--- src/rtl/m92_sample_pkg.sv ---
// Shared types and constants for the M92 sample-ROM fetch path.
package m92_sample_pkg;

  localparam int SAMPLE_ADDR_W = 18;
  localparam int SDR_ADDR_W    = 25;

  // Zero marks end-of-sample, so the idle byte must never be zero.
  localparam logic [7:0] DEFAULT_UNDERRUN_VALUE = 8'h80;

  typedef enum logic [1:0] {
    IDLE,
    REQ,
    DISCARD
  } fetch_state_t;

  function automatic logic [SDR_ADDR_W-1:0] sdr_word_addr(
    input logic [SDR_ADDR_W-1:0]    base,
    input logic [SAMPLE_ADDR_W-2:0] word_addr
  );
    return base + {{(SDR_ADDR_W-SAMPLE_ADDR_W){1'b0}}, word_addr, 1'b0};
  endfunction

endpackage

--- src/rtl/sample_word_fifo.sv ---
// Small word FIFO feeding the sample byte selector; exposes the head and the
// entry behind it so the consumer can register its next output in one cycle.
module sample_word_fifo #(
  parameter int DEPTH  = 4,
  parameter int DATA_W = 16
) (
  input  logic              clk,
  input  logic              reset,
  input  logic              flush,
  input  logic              push,
  input  logic [DATA_W-1:0] din,
  input  logic              pop,
  output logic [DATA_W-1:0] head,
  output logic [DATA_W-1:0] second,
  output logic              full,
  output logic              empty,
  output logic              single
);

  localparam int PTR_W = (DEPTH > 1) ? $clog2(DEPTH) : 1;
  localparam int CNT_W = PTR_W + 1;

  logic [DATA_W-1:0] mem [DEPTH];
  logic [PTR_W-1:0]  wr_ptr;
  logic [PTR_W-1:0]  rd_ptr;
  logic [PTR_W-1:0]  rd_ptr_nxt;
  logic [CNT_W-1:0]  count;
  logic              do_push;
  logic              do_pop;

  assign full       = (count == CNT_W'(DEPTH));
  assign empty      = (count == '0);
  assign single     = (count == CNT_W'(1));
  assign do_push    = push && !flush && !full;
  assign do_pop     = pop && !flush && !empty;
  assign rd_ptr_nxt = rd_ptr + 1'b1;
  assign head       = mem[rd_ptr];
  assign second     = mem[rd_ptr_nxt];

  always_ff @(posedge clk or posedge reset) begin
    if (reset) begin
      wr_ptr <= '0;
      rd_ptr <= '0;
      count  <= '0;
    end else if (flush) begin
      wr_ptr <= '0;
      rd_ptr <= '0;
      count  <= '0;
    end else begin
      if (do_push) wr_ptr <= wr_ptr + 1'b1;
      if (do_pop)  rd_ptr <= rd_ptr_nxt;
      case ({do_push, do_pop})
        2'b10:   count <= count + 1'b1;
        2'b01:   count <= count - 1'b1;
        default: count <= count;
      endcase
    end
  end

  // Storage carries no reset; occupancy alone decides what is valid.
  always_ff @(posedge clk) begin
    if (do_push) mem[wr_ptr] <= din;
  end

endmodule

--- src/rtl/sample_rom_fetch.sv ---
// Prefetching byte reader: streams 16-bit SDRAM words into a FIFO and presents
// the byte at the sequencer's current address.
module sample_rom_fetch
  import m92_sample_pkg::*;
#(
  parameter logic [SDR_ADDR_W-1:0] ROM_BASE       = 25'h0,
  parameter int                    FIFO_DEPTH     = 4,
  parameter logic [7:0]            UNDERRUN_VALUE = DEFAULT_UNDERRUN_VALUE
) (
  input  logic                     CLK_32M,
  input  logic                     reset,
  input  logic [SAMPLE_ADDR_W-1:0] addr_in,
  input  logic [1:0]               addr_wr,
  input  logic                     inc,
  output logic [7:0]               sample_data,
  output logic                     sample_valid,
  output logic                     underrun,
  output logic [SDR_ADDR_W-1:0]    sdr_addr,
  output logic                     sdr_req,
  input  logic                     sdr_rdy,
  input  logic [15:0]              sdr_data
);

  fetch_state_t state;
  fetch_state_t state_nxt;

  logic [SAMPLE_ADDR_W-1:0] rd_addr;
  logic [SAMPLE_ADDR_W-1:0] load_addr;
  logic [SAMPLE_ADDR_W-2:0] fetch_addr;
  logic                     load;
  logic                     rd_step;
  logic                     fifo_push;
  logic                     fifo_pop;
  logic                     fifo_full;
  logic                     fifo_empty;
  logic                     fifo_single;
  logic [15:0]              fifo_head;
  logic [15:0]              fifo_second;
  logic                     vld_p0;
  logic [15:0]              word_p0;
  logic                     phase_p0;

  function automatic logic [7:0] byte_sel(input logic [15:0] word, input logic phase);
    return phase ? word[15:8] : word[7:0];
  endfunction

  // Each addr_wr bit replaces one half of the current read address.
  assign load      = |addr_wr;
  assign load_addr = {addr_wr[1] ? addr_in[17:9] : rd_addr[17:9],
                      addr_wr[0] ? addr_in[8:0]  : rd_addr[8:0]};

  // A load outranks inc; an inc only advances when a byte is present.
  assign rd_step   = inc && !load && !fifo_empty;
  assign fifo_pop  = rd_step && rd_addr[0];
  assign fifo_push = (state == REQ) && sdr_rdy && !load;

  sample_word_fifo #(
    .DEPTH  (FIFO_DEPTH),
    .DATA_W (16)
  ) u_fifo (
    .clk    (CLK_32M),
    .reset  (reset),
    .flush  (load),
    .push   (fifo_push),
    .din    (sdr_data),
    .pop    (fifo_pop),
    .head   (fifo_head),
    .second (fifo_second),
    .full   (fifo_full),
    .empty  (fifo_empty),
    .single (fifo_single)
  );

  always_ff @(posedge CLK_32M or posedge reset) begin
    if (reset) state <= IDLE;
    else       state <= state_nxt;
  end

  // A load in IDLE requests at once: the same edge empties the FIFO.
  always_comb begin
    state_nxt = state;
    unique case (state)
      IDLE:    if (load || !fifo_full) state_nxt = REQ;
      REQ:     if (sdr_rdy)            state_nxt = IDLE;
               else if (load)          state_nxt = DISCARD;
      DISCARD: if (sdr_rdy)            state_nxt = IDLE;
      default:                         state_nxt = IDLE;
    endcase
  end

  always_comb begin
    sdr_req = (state != IDLE);
  end

  // Address is captured on request entry and held until the acknowledge.
  always_ff @(posedge CLK_32M or posedge reset) begin
    if (reset) begin
      sdr_addr <= ROM_BASE;
    end else if (state == IDLE && state_nxt == REQ) begin
      sdr_addr <= sdr_word_addr(ROM_BASE, load ? load_addr[17:1] : fetch_addr);
    end
  end

  always_ff @(posedge CLK_32M or posedge reset) begin
    if (reset) begin
      rd_addr    <= '0;
      fetch_addr <= '0;
    end else if (load) begin
      rd_addr    <= load_addr;
      fetch_addr <= load_addr[17:1];
    end else begin
      if (rd_step)   rd_addr    <= rd_addr + 1'b1;
      if (fifo_push) fetch_addr <= fetch_addr + 1'b1;
    end
  end

  // ---- stage p0: predict the head word and phase after this cycle's push/pop
  always_comb begin
    phase_p0 = rd_step ? ~rd_addr[0] : rd_addr[0];
    if (fifo_pop) begin
      vld_p0  = fifo_push || !fifo_single;
      word_p0 = fifo_single ? sdr_data : fifo_second;
    end else begin
      vld_p0  = fifo_push || !fifo_empty;
      word_p0 = fifo_empty ? sdr_data : fifo_head;
    end
    if (load) vld_p0 = 1'b0;
  end

  // ---- stage p1: registered sample outputs
  always_ff @(posedge CLK_32M or posedge reset) begin
    if (reset) begin
      sample_valid <= 1'b0;
      sample_data  <= UNDERRUN_VALUE;
      underrun     <= 1'b0;
    end else begin
      sample_valid <= vld_p0;
      sample_data  <= vld_p0 ? byte_sel(word_p0, phase_p0) : UNDERRUN_VALUE;
      underrun     <= inc && !load && fifo_empty;
    end
  end

endmodule

--- config.mk ---
export PLATFORM = sky130hd
export DESIGN_NAME = sample_rom_fetch
export DESIGN_NICKNAME = d
export VERILOG_FILES = /design/src/rtl/m92_sample_pkg.sv /design/src/rtl/sample_word_fifo.sv /design/src/rtl/sample_rom_fetch.sv
export SDC_FILE = /design/constraint.sdc
export NUM_CORES = 1
export LEC_CHECK = 0
export ABC_AREA = 1
export CORE_MARGIN = 10
export CORE_UTILIZATION = 29
export CTS_CLUSTER_SIZE = 24
export DETAILED_ROUTE_END_ITERATION = 16
export DONT_BUFFER_PORTS = 1
export SLEW_MARGIN = 20
export SYNTH_ARGS = -nofsm -noshare
export SYNTH_HDL_FRONTEND = slang
export SYNTH_SLANG_ARGS = --single-unit
export TNS_END_PERCENT = 50
--- constraint.sdc ---
create_clock -name CLK_32M -period 3.6 [get_ports CLK_32M]
set_input_delay 0.72 -clock CLK_32M [delete_from_list [all_inputs] [get_ports CLK_32M]]
set_output_delay 0.72 -clock CLK_32M [all_outputs]
set_load 0.02 [all_outputs]
## Word level (Yosys, flattened, before mapping)

Memories as Yosys holds them, arrays and structs flattened.
Index checks and enable logic that the tools add are counted.

- $add $sub $neg: 6
- Multipliers: 0
- Divide/modulo/power cells: 0
- Order comparisons: 0
- Equal/unequal tests: 8
- Shift-type cells: 0
- Mux-type cells: 28
- Bitwise gates (word level): 1
- Reduce and logical (&&, ||, !) cells: 28

Operators by type and width:

| cell | count |
|---|---|
| $mux W17 | 3 |
| $mux W16 | 3 |
| $mux W18 | 2 |
| $add A18 B1 Y18 const B | 1 |
| $mux W9 | 2 |
| $add A17 B1 Y17 const B | 1 |
| $mux W2 | 8 |
| $mux W8 | 2 |
| $logic_and A1 B1 Y1 | 11 |
| $reduce_bool A2 Y1 | 5 |
| $eq A2 B1 Y1 const B | 3 |
| $pmux W2 S3 | 1 |
| $pmux W3 S2 | 1 |
| $mux W1 | 5 |
| $add A2 B1 Y2 const B | 2 |
| $eq A2 B2 Y1 const B | 2 |
| $logic_not A1 Y1 | 4 |
| $add A3 B1 Y3 const B | 1 |
| $eq A3 B1 Y1 const B | 1 |
| $eq A3 B3 Y1 const B | 1 |
| $logic_not A3 Y1 | 1 |
| $logic_or A1 B1 Y1 | 3 |
| $mux W3 | 1 |
| $reduce_bool A3 Y1 | 1 |
| other kinds (6) | 6 |

- Flip-flop bits (word level): 71
- Bits in latches: 0
- Bits in writable memories: 64
- Memory bits (read-only): 0
- Input bits: 40
- Output and inout port bits: 36
- Word-level logic and storage cells: 83
- Memories kept: 1

Memories:

| memory | words | bits a word | rd ports | clocked after Yosys merged registers in | write ports | RTL line | text |
|---|---|---|---|---|---|---|---|
| u_fifo.mem | 4 | 16 | 2 | 0 | 1 | sample_word_fifo.sv:23 | `logic [DATA_W-1:0] mem [DEPTH];` |

## Logic depth before layout (Yosys ltp)

Gate-level depths: netlist of run 1.

- Depth in word-level cells: 10
- Depth in mapped cells: 13
- Mapped depth without buffers: 13

## By module

From an unflattened synthesis of run 1, not the netlist that was laid out.

- Cell total of the unflattened synthesis: 986
- Area, all modules: 7770.0 um2

Modules (own cells, without submodules):

| module | instances | cells each | area each (um2) | seq. area each (um2) |
|---|---|---|---|---|
| sample_rom_fetch | 1 | 648 | 4317.9 | 1602.8 |
| sample_word_fifo | 1 | 338 | 3452.1 | 2097.0 |

## Least setup slack after synthesis of run 1

Ideal clock, no wire load.

- Path kind: input to register
- From: input port addr_wr[1]
- To: memory u_fifo.mem[0][0] (enable)
- Setup time: 389 ps
- Arrival: 1873 ps
- Data required time: 3211 ps
- Path slack: 1338 ps
- Cell stages on the path: 5
- Path buffers: 0
- Cells stage by stage: inv_1 -> nand2_1 -> nor2_1 -> nand2_1 -> nor2_1

- Longest elaborated chain between the ends: 7

Ends and longest elaborated chain:

| item | RTL line | text |
|---|---|---|
| start: declaration | sample_rom_fetch.sv:13 | `input logic [1:0] addr_wr,` |
| $reduce_or A2 Y1 * | sample_rom_fetch.sv:48 | `assign load = \|addr_wr;` |
| $logic_not A1 Y1 * | sample_word_fifo.sv:34, sample_rom_fetch.sv:55 |  |
| $logic_and A1 B1 Y1 | sample_rom_fetch.sv:55 | `assign fifo_push = (state == REQ) && sdr_rdy && !load;` |
| $logic_and A1 B1 Y1 * (2 in a row) | sample_word_fifo.sv:34 | `assign do_push = push && !flush && !full;` |
| $mux W1 * | sample_word_fifo.sv:62 | `if (do_push) mem[wr_ptr] <= din;` |
| $mux W1 (not written as such) * | sample_word_fifo.sv:62 |  |
| end: declaration | sample_word_fifo.sv:23 |  |

Mark *: on every way between the ends. The rest lies on a longest branch, timed or not.

## Worst setup path after layout of run 1

- From: register u_fifo.count[0]
- To: register sample_data[2]

- Longest elaborated chain between the ends: 7
- Elaborated cells between the ends (all ways): 16
- Classes of those cells: eq/ne (1); mux (8); reduce/logical (7)

Ends and longest elaborated chain:

| item | RTL line | text |
|---|---|---|
| start: declaration | sample_word_fifo.sv:27 | `logic [CNT_W-1:0] count;` |
| start signal: assignment | sample_word_fifo.sv:53 | `2'b10: count <= count + 1'b1;` |
| start signal: assignment | sample_word_fifo.sv:54 | `2'b01: count <= count - 1'b1;` |
| start signal: assignment | sample_word_fifo.sv:55 | `default: count <= count;` |
| $logic_not A3 Y1 | sample_word_fifo.sv:32 | `assign empty = (count == '0);` |
| $logic_not A1 Y1 | sample_rom_fetch.sv:53, sample_rom_fetch.sv:124 |  |
| $logic_and A1 B1 Y1 | sample_rom_fetch.sv:53 | `assign rd_step = inc && !load && !fifo_empty;` |
| $logic_and A1 B1 Y1 | sample_rom_fetch.sv:54 | `assign fifo_pop = rd_step && rd_addr[0];` |
| $mux W16 / $mux W1 (equally long branches) | sample_rom_fetch.sv:120 | `if (fifo_pop) begin` |
| $mux W8 / $mux W1 (equally long branches) | sample_rom_fetch.sv:44, sample_rom_fetch.sv:127 |  |
| $mux W8 * | sample_rom_fetch.sv:138 | `sample_data <= vld_p0 ? byte_sel(word_p0, phase_p0) : UNDERRUN_VALUE;` |
| end signal: assignment | sample_rom_fetch.sv:138 |  |
| end: declaration | sample_rom_fetch.sv:15 | `output logic [7:0] sample_data,` |

Marks and branches as above.
A chain may end at the register's enable or synchronous reset.

==> summary.txt, run 1 <==
Setup path
  • R2r endpoint: sample_data[2]
  • CP max-delay cell: o21ai_2
  • Buf/Inv on CP: 3
  • Crit end category: flip-flop
  • Crit Path Max Fanout: 9
  • Critical Path, Cell by Cell: inv_1 -> ha_1 -> nand2_1 -> nand3_1 -> inv_1 -> ha_1 -> nand2_1 -> clkinv_1 -> o21ai_2 -> o21ai_0 -> nand2_1 -> nor2_1
  • Reg2reg setup slack: 0.89 ns
  • CP Class: flip-flop to flip-flop
  • Worst R2R Start: u_fifo.count[0]
  • Largest stage delay, worst path: 0.49 ns
  • Reg2reg path depth: 12
  • CP Launch Type: flip-flop
  • CP delay by family, top: compound AO/OA/AOI/OAI gates
  • CP required: 3.93 ns
  • Crit-path most repeated cell: nand2_1
  • Critical Path AT: 3.04 ns

Clock network
  • Post-cts hold buffer count: 0
  • CTS H-tree depth: 4
  • Clk slew on worst S/H paths: 0.07 ns
  • Clock Latency Late Sink: 0.43 ns
  • Root buffer cell: clkbuf_16
  • Clk buf depth: 2
  • Postcts setup bufs: 0
  • CTS sink cnt: 135
  • Cts bufs inserted: 17
  • CTS tree: yes
  • Post-CTS resize count: 0

Cells and area
  • Non-Filler Instances: 1285
  • Final Util: 33.2%
  • Final-stage net count: 992
  • Fraction of layout cells with a size suffix above 1: 6.81%
  • Fillcell total: 2664
  • Syn-to-layout area delta: 12.3%

Timing
  • Worst slew margin: 42.7%
  • Hold Vio Cnt, Final: 0
  • Tmin final: 2.71 ns
  • Setup TNS: 0 ns
  • Worst-Margin Slew: 0.858 ns
  • Final worst-path cycle share: 75.4%
  • Layout Skew: 0.0101 ns
  • Setup violators final: 0
  • RSZ-0062 raised after global routing: false
  • Fmax: 368 MHz
  • Slew Limit Fails: 0

Placed design
  • Buffers on Ports: 0
  • GPL Wtd Cong: 0.891
  • HPWL after detailed placement: 14.8 mm
  • # placed instances: 1252

Synthesis
  • Yosys warnings: 0
  • Asr flop ratio synth: 52.6%
  • Post-synthesis cell count: 946
  • Primary FF master, synth: dfrtp_1
  • Syn Area/Cell: 7.89 sq um
  • Synth cell types: 39
  • Sequential share of the synthesized area: 49.6%
  • Post-synth EDFFs: 64
  • Synth Cell Area: 0.00746 sq mm
  • Synth Register Bits: 135

Floorplanning
  • I/O pin total: 76
  • Area of the core: 0.0253 sq mm
  • Starting Density: 29.5%
  • Die H: 180 microns
  • Row count: 58
  • DIE AREA: 0.0325 sq mm
  • Die width: 180 microns

Route
  • Overall routed net length: 21.4 mm
  • WL per Instance: 16.6 microns
  • Vias after detailed routing: 6397
  • Final antenna-violating net count: 0
  • Initial DRT Pass Iterations: 5
  • Routed vias/inst: 4.98
  • DRC Markers: 0
  • Initial DRC count: 516

Pwr
  • Worst vdd ir: 0.345 mV
  • Power Dens Cells: 562 mW/mm^2
  • Leakage: 0.00354 uW

Global routing
  • Vias in the first global route: 6273
  • Grt ovf: 0
  • First-pass GRT wire length: 34.4 mm
  • Largest net degree at the start of global routing: 50
  • Busiest grt layer: met2
  • Global-route met2 utilization: 21.6%
  • Antenna violations before repair: 1
  • Overall Global Routing Usage: 13.1%
  • GRT met1 Usage: 15.9%
  • Met3 usage in global routing: 3.73%

Flow run
  • Total of max-cap violations: 0

Run status
  • Outcome: complete, no violations

Worst hold path
  • Hold Path Class: input pin to asynchronous set/reset pin
## layer usage
metal / vias up / routed length [microns] / share of wire [%]
met2: 188 / 10200 / 48
li1: 3132 / - / -
met5: - / 0 / 0
met3: 30 / 1490 / 7.0
met1: 3047 / 9300 / 44
met4: 0 / 354 / 1.7
## Yosys cell counts, types with 6 or more instances
master | n | area (sq um)
o21ai_1 | 12 | 60.1
nand4_1 | 11 | 68.8
clkbuf_1 | 12 | 45.0
a31oi_1 | 11 | 68.8
dfrtp_1 | 70 | 1750
edfxtp_1 | 64 | 1920
o21ai_0 | 86 | 430
nand3_1 | 68 | 340
inv_1 | 94 | 353
buf_4 | 14 | 105
nand2_1 | 222 | 833
o211ai_1 | 12 | 90.1
mux2i_1 | 6 | 60.1
a21oi_1 | 61 | 305
nor2_1 | 127 | 477
nor3_1 | 7 | 35.0
ha_1 | 11 | 138
buf_2 | 20 | 100
## state kept, by name (all words and copies together) (netlist names)
signal	count
fetch_addr	17
sample_data	8
u_fifo.rd_ptr	2
u_fifo.wr_ptr	2
underrun	1
sdr_addr	17
rd_addr	18
u_fifo.count	3
state	2
sample_valid	1
u_fifo.mem	64
## cells by family (layout without fill, tap and decap cells)
group	count (synthesis)	after routing	share of synthesized area (%)
flip-flops	135	135	49.6
AO/OA/AOI/OAI	197	197	14.3
other	1	9	0.0503
AND/OR/NAND/NOR	446	446	24.5
XOR/XNOR	2	2	0.235
adder cells (fa/ha/maj)	11	11	1.84
multiplexers	6	6	0.805
buffers and inverters	148	149	8.60
## layout make-up
cell class / instances / area (sq um) / area share [%]
tap: 330 / 413 / 4.93
clock buffer: 17 / 425 / 5.08
antenna: 1 / 2.50 / 0.0299
clock inverter: 15 / 185 / 2.21
inverter: 100 / 377 / 4.49
multi-input combinational: 670 / 3150 / 37.6
sequential: 135 / 3700 / 44.2
timing repair buffer: 17 / 128 / 1.52
## stage by stage
stage | instance area (sq um) | worst slack (ns) | hold WS, ns | total power, uW
finish | 8380 | 0.886 | 0.325 | 4710
global route | 8380 | 0.610 | 0.351 | 4960
CTS | 8380 | 0.912 | 0.351 | 4740
detailed placement | 7770 | 0.785 | 0.493 | 2920
global placement | 7770 | 0.952 | 0.494 | 2910
floorplan | 7490 | 1.09 | 0.470 | 2680
## worst max-delay path by stage
stage               startpoint             end  slack, ns  cells after the start
6_report       u_fifo.count[0]  sample_data[2]       0.89                     12
2_1_floorplan            reset   fetch_addr[0]       1.09                      1
4_1_cts        u_fifo.count[0]  sample_data[5]       0.91                     12
5_1_grt        u_fifo.count[0]  sample_data[2]       0.61                     12
3_3_place_gp        addr_wr[1]  sample_data[3]       0.95                     10
3_5_place_dp        addr_wr[1]  sample_data[5]       0.79                     10
## cell usage in the layout (no fill, tap or decap), drive strengths merged, types with 3 or more instances in the layout
master,netlist,layout
nand2,222,222
nor2,133,133
inv,98,106
o21ai,99,99
dfrtp,70,70
nand3,68,68
edfxtp,64,64
a21oi,61,61
clkbuf,13,17
buf,35,17
o211ai,12,12
nand4,11,11
a31oi,11,11
ha,11,11
conb,1,8
nor3,7,7
mux2i,6,6
o22ai,5,5
clkinv,2,4
a41oi,3,3
or2,3,3
clkinvlp,0,3
## power breakdown
part	switching, uW	internal [uW]
Sequential	334	1820
Clock	768	1050
Combinational	500	236
Total	1600	3100
Power figures use the tool's default switching activity.
==> run 2: changes to the inputs <==
clock period = 2.4 ns   (was 3.6 ns; I/O delays follow)
==> run 2 against run 1 <==
Effect of this change:
- the run now ends with negative hold slack left
- clock skew is 0.00096 ns higher
- global-route usage is 0.074 points lower
- power is 50% higher
- design area is 1.3% higher
- worst hold slack worse by 0.32 ns
- routed wire length is 1.6% higher
- setup slack worse by 0.64 ns
- fmax is 26% higher
- count of clock-buffer cells in the layout is 1 higher
- largest cell class unchanged
- largest power group unchanged
==> summary.txt, run 2 (synthesis results as in run 1) <==
Run status
  • Outcome: complete, but fails checks
  • Failing checks: negative hold slack

Route
  • Vias after detailed routing: 6460
  • WL per Instance: 16.7 microns
  • DRC Markers: 0
  • Routed vias/inst: 4.98
  • Overall routed net length: 21.7 mm
  • Initial DRT Pass Iterations: 5
  • Initial DRC count: 540
  • Final antenna-violating net count: 0

Cells and area
  • Final-stage net count: 1004
  • Max reg flops: 64
  • Regs by FF count: u_fifo.mem x64, rd_addr x18
  • Fraction of layout cells with a size suffix above 1: 8.07%
  • Non-Filler Instances: 1297
  • Most frequent cells in the layout: nand2_1 (222), nor2_1 (127), inv_1 (93)
  • Syn-to-layout area delta: 13.8%
  • Most common cell after layout, fill and taps aside: nand2_1
  • Top reg by flops: u_fifo.mem

Clock network
  • Clock Latency Late Sink: 0.42 ns
  • Cts bufs inserted: 17
  • Post-cts hold buffer count: 0
  • CTS H-tree depth: 4
  • CTS sink cnt: 135
  • Clk buf depth: 2
  • Clk slew on worst S/H paths: 0.06 ns
  • Root buffer cell: clkbuf_16
  • CTS tree: yes

Pwr
  • Worst vdd ir: 0.487 mV
  • Power Dens Cells: 829 mW/mm^2
  • Leakage: 0.00359 uW

Timing
  • Slew Limit Fails: 0
  • Worst slew margin: 55.4%
  • RSZ-0062 raised after global routing: false
  • Tmin final: 2.16 ns
  • Fmax: 464 MHz
  • Final worst-path cycle share: 89.8%
  • Setup TNS: 0 ns
  • Worst hold margin: -0.000281 ns
  • Layout Skew: 0.0111 ns
  • Hold Vio Cnt, Final: 1
  • Worst-Margin Slew: 0.669 ns
  • Setup violators final: 0

Global routing
  • Largest net degree at the start of global routing: 45
  • First-pass GRT wire length: 34.2 mm
  • Grt ovf: 0
  • Antenna violations before repair: 1
  • Vias in the first global route: 6214
  • Overall Global Routing Usage: 13.0%

Placed design
  • HPWL after detailed placement: 14.9 mm
  • GPL Wtd Cong: 0.848
  • # placed instances: 1260
  • Buffers on Ports: 0

Setup path
  • CP Class: flip-flop to flip-flop
  • Critical Path, Cell by Cell: inv_1 -> ha_1 -> nand2_1 -> nand3_1 -> inv_1 -> ha_4 -> clkinvlp_4 -> a21oi_1 -> o21ai_0 -> a21oi_1 -> nor2_1 -> nor2_1
  • CP max-delay cell: dfrtp_1
  • Crit end category: flip-flop
  • Largest stage delay, worst path: 0.39 ns
  • Reg2reg setup slack: 0.24 ns
  • Critical Path AT: 2.51 ns
  • CP Launch Type: flip-flop
  • CP required: 2.75 ns
  • Crit Path Max Fanout: 7

Floorplanning
  • Die H: 180 microns
  • Area of the core: 0.0253 sq mm
  • Starting Density: 29.5%
  • Row count: 58
  • DIE AREA: 0.0325 sq mm
  • Die width: 180 microns
  • I/O pin total: 76

Worst hold path
  • Hold Path Class: input pin to asynchronous set/reset pin

Flow run
  • Total of max-cap violations: 0
run 2: cell types whose count changed in the layout (fill, tap and decap cells not counted), moves of 2 or more:
cell / before / now
buf_4: 17 / 26
clkinv_4: 0 / 2
inv_8: 3 / 0
inv_6: 6 / 8
run 2: layout make-up:
type                       count  area [sq um]
tap                          330           413
timing repair inverter         1          7.51
sequential                   135          3700
fill                        2655         16800
multi-input combinational    670          3170
timing repair buffer          28           226
antenna                        1          2.50
clock buffer                  18           429
clock inverter                14           160
inverter                     100           380
run 2: critical path: cells and delay by family, from the launching register on:
| family | cells | cell delay, ns |
|---|---|---|
| compound gates | 3 | 0.40 |
| buf+inv | 3 | 0.39 |
| flops | 1 | 0.39 |
| simple gates | 4 | 0.40 |
| fa+ha+maj | 2 | 0.53 |
run 2: per-stage QoR:
step / area (sq um) / setup slack (ns) / total power, uW / util, %
final: 8490 / 0.245 / 7040 / 33.6
after global routing: 8490 / 0.0409 / 7390 / 33.6
after CTS: 8430 / 0.0292 / 7070 / 33.4
after detailed placement: 7840 / 0.0595 / 4400 / 31.0
after global placement: 7840 / 0.155 / 4380 / 31.0
after floorplan: 7490 / 0.125 / 4020 / -
run 2: repair_timing:
item | 4_1_cts | 5_1_grt
endpoints found under the hold margin | 0 | 0
setup buffers | 0 | 3
gates resized for setup | 0 | 6
setup endpoints to repair | 0 | 8
run 2: report_power, final:
group	switching (uW)	internal (uW)	leakage, uW
Combinational	766	380	0.00186
Clock	1110	1560	0.000287
Sequential	495	2730	0.00144
run 2: final timing paths:
kind,start,depth (start not counted),endpoint
worst max-delay path,u_fifo.count[1],12,sample_data[1]
worst min-delay path,reset,1,sdr_addr[6]
worst max register to register,u_fifo.count[1],12,sample_data[1]
worst min register to register,u_fifo.count[1],2,u_fifo.count[1]
max in group asynchronous,reset,2,sample_data[7]
min in group CLK_32M,sdr_rdy,1,state[1]
run 2: metal layers:
metal  vias up  track usage, %  part of all wire [%]
met1      3082            16.0                    43
met3        14            4.06                   7.8
met2       211            21.2                    48
met5         -               0                     0
met4         0            3.97                   1.2
li1       3153               -                     -
==> run 3: changes to the inputs <==
CORE_MARGIN = default   (was 10)
==> run 3 against run 2 <==
Effect of this change:
- the run now ends clean
- fmax shrank 0.70%
- register-to-register slack lost 0.02 ns
- worst hold slack gained 0.051 ns
- power shrank 1.6%
- clock skew shrank 0.0026 ns
- clock power shrank 3%
- sequential share of layout area grew 0.19 points
- non-clock buffer count grew 1
- critical endpoint unchanged
- highest routed layer unchanged
==> summary.txt, run 3 (synthesis results as in run 1) <==
Run status
  • Outcome: complete, no violations

Floorplanning
  • Starting Density: 29.6%
  • DIE AREA: 0.0264 sq mm
  • I/O pin total: 76
  • Die H: 162 microns
  • Die width: 162 microns
  • Area of the core: 0.0252 sq mm
  • Row count: 58

Placed design
  • # placed instances: 1264
  • Buffers on Ports: 0
  • Placed inst area: 0.00787 sq mm
  • HPWL after detailed placement: 14.2 mm
  • GPL Wtd Cong: 0.860

Setup path
  • CP Launch Type: flip-flop
  • Largest stage delay, worst path: 0.41 ns
  • CP Class: flip-flop to flip-flop
  • Crit-path most repeated cell: nand2_1
  • Critical Path, Cell by Cell: inv_1 -> ha_1 -> nand2_1 -> nand3_1 -> inv_1 -> ha_1 -> nand2_1 -> clkinv_1 -> o21ai_2 -> o21ai_0 -> nand2_1 -> nor2_1
  • CP required: 2.72 ns
  • Crit Path Max Fanout: 8
  • Worst R2R Start: u_fifo.count[0]
  • Worst setup startpoint: u_fifo.count[0]
  • Crit end category: flip-flop
  • CP max-delay cell: dfrtp_1
  • Critical Path AT: 2.49 ns

Cells and area
  • Fillcell total: 2648
  • Most common cell after layout, fill and taps aside: nand2_1
  • Non-Filler Instances: 1297
  • Max reg flops: 64
  • Syn-to-layout area delta: 13.3%
  • Most frequent cells in the layout: nand2_1 (222), nor2_1 (127), inv_1 (93)
  • Fraction of layout cells with a size suffix above 1: 7.76%
  • Finished Cell Area: 0.00845 sq mm
  • Top reg by flops: u_fifo.mem
  • Final-stage net count: 1004
  • Regs by FF count: u_fifo.mem x64, rd_addr x18

Global routing
  • Grt ovf: 0
  • Largest net degree at the start of global routing: 40
  • Vias in the first global route: 6034
  • First-pass GRT wire length: 32.6 mm
  • Antenna violations before repair: 0
  • Overall Global Routing Usage: 16.2%

Timing
  • Worst slew margin: 45.6%
  • Fmax: 461 MHz
  • Slew Limit Fails: 0
  • Worst-Margin Slew: 0.807 ns
  • Setup TNS: 0 ns
  • Final worst-path cycle share: 90.4%
  • Setup violators final: 0
  • Hold Vio Cnt, Final: 0
  • Tmin final: 2.17 ns
  • RSZ-0062 raised after global routing: false
  • Layout Skew: 0.00850 ns

Clock network
  • Clk slew on worst S/H paths: 0.06 ns
  • Post-cts hold buffer count: 0
  • Cts bufs inserted: 17
  • CTS H-tree depth: 4
  • Root buffer cell: clkbuf_16
  • CTS tree: yes
  • Clk buf depth: 2
  • Postcts setup bufs: 0
  • Clock Latency Late Sink: 0.43 ns
  • Post-CTS resize count: 0
  • CTS sink cnt: 135

Pwr
  • Leakage: 0.00359 uW
  • Clock power frac: 37.4%
  • Sw Ratio: 33.1%
  • Comb power frac: 16.3%
  • Int Power: 4630 uW
  • Power Dens Cells: 820 mW/mm^2
  • Switch Pwr: 2300 uW
  • Total power: 6930 uW
  • Flop pwr share: 46.3%
  • Worst vdd ir: 0.540 mV

Route
  • Routed vias/inst: 4.97
  • Initial DRT Pass Iterations: 5
  • Final antenna-violating net count: 0
  • WL per Instance: 15.9 microns
  • Initial DRC count: 509
  • Overall routed net length: 20.6 mm
  • DRC Markers: 0
  • Vias after detailed routing: 6442

Worst hold path
  • Hold Path Class: input pin to asynchronous set/reset pin

Flow run
  • Total of max-cap violations: 0
-- run 3: critical path, delay by kind of cell, from the launching register on --
family / cells / cell delay, ns
flops: 1 / 0.41
simple gates: 5 / 0.47
buf+inv: 3 / 0.27
compound gates: 2 / 0.53
fa+ha+maj: 2 / 0.39
-- run 3: path summary, 6_finish.rpt --
| path | end | slack (ns) | depth (start not counted) |
|---|---|---|---|
| max | sample_data[1] | 0.23 | 12 |
| min | sdr_addr[6] | 0.05 | 1 |
| max reg2reg | sample_data[1] | 0.23 | 12 |
| min reg2reg | u_fifo.count[1] | 0.51 | 2 |
| max in group asynchronous | sdr_addr[10] | 1.67 | 2 |
| min in group CLK_32M | state[1] | 0.12 | 1 |
-- run 3: area by class of cell --
type | count | area (sq um) | area share (%)
sequential | 135 | 3700 | 43.8
inverter | 100 | 377 | 4.46
antenna | 1 | 2.50 | 0.0296
clock buffer | 18 | 429 | 5.08
timing repair buffer | 29 | 230 | 2.72
clock inverter | 14 | 150 | 1.78
multi-input combinational | 670 | 3150 | 37.3
tap | 330 | 413 | 4.89
-- run 3: through the flow --
stage               utilization, %  hold slack (ns)  setup WS (ns)
finish                        33.6           0.0502          0.230
global route                  33.5           0.0856         0.0368
CTS                           33.5           0.0608          0.232
detailed placement            31.2            0.491          0.233
global placement              31.2            0.493          0.317
floorplan                        -            0.470          0.125
-- run 3: metal layers --
metal	GRT usage (%)	vias up	part of all wire (%)
met4	6.52	0	2.5
li1	-	3162	-
met5	0	-	0
met3	4.20	36	7.5
met2	26.6	209	47
met1	20.2	3035	43
-- run 3: power by group through the flow --
stage	clock network, uW	logic [uW]	registers, uW
2_1_floorplan	0	882	3140
3_3_place_gp	0	1110	3250
3_5_place_dp	0	1130	3250
4_1_cts	2620	1140	3210
5_1_grt	2710	1300	3260
6_report	2590	1130	3210
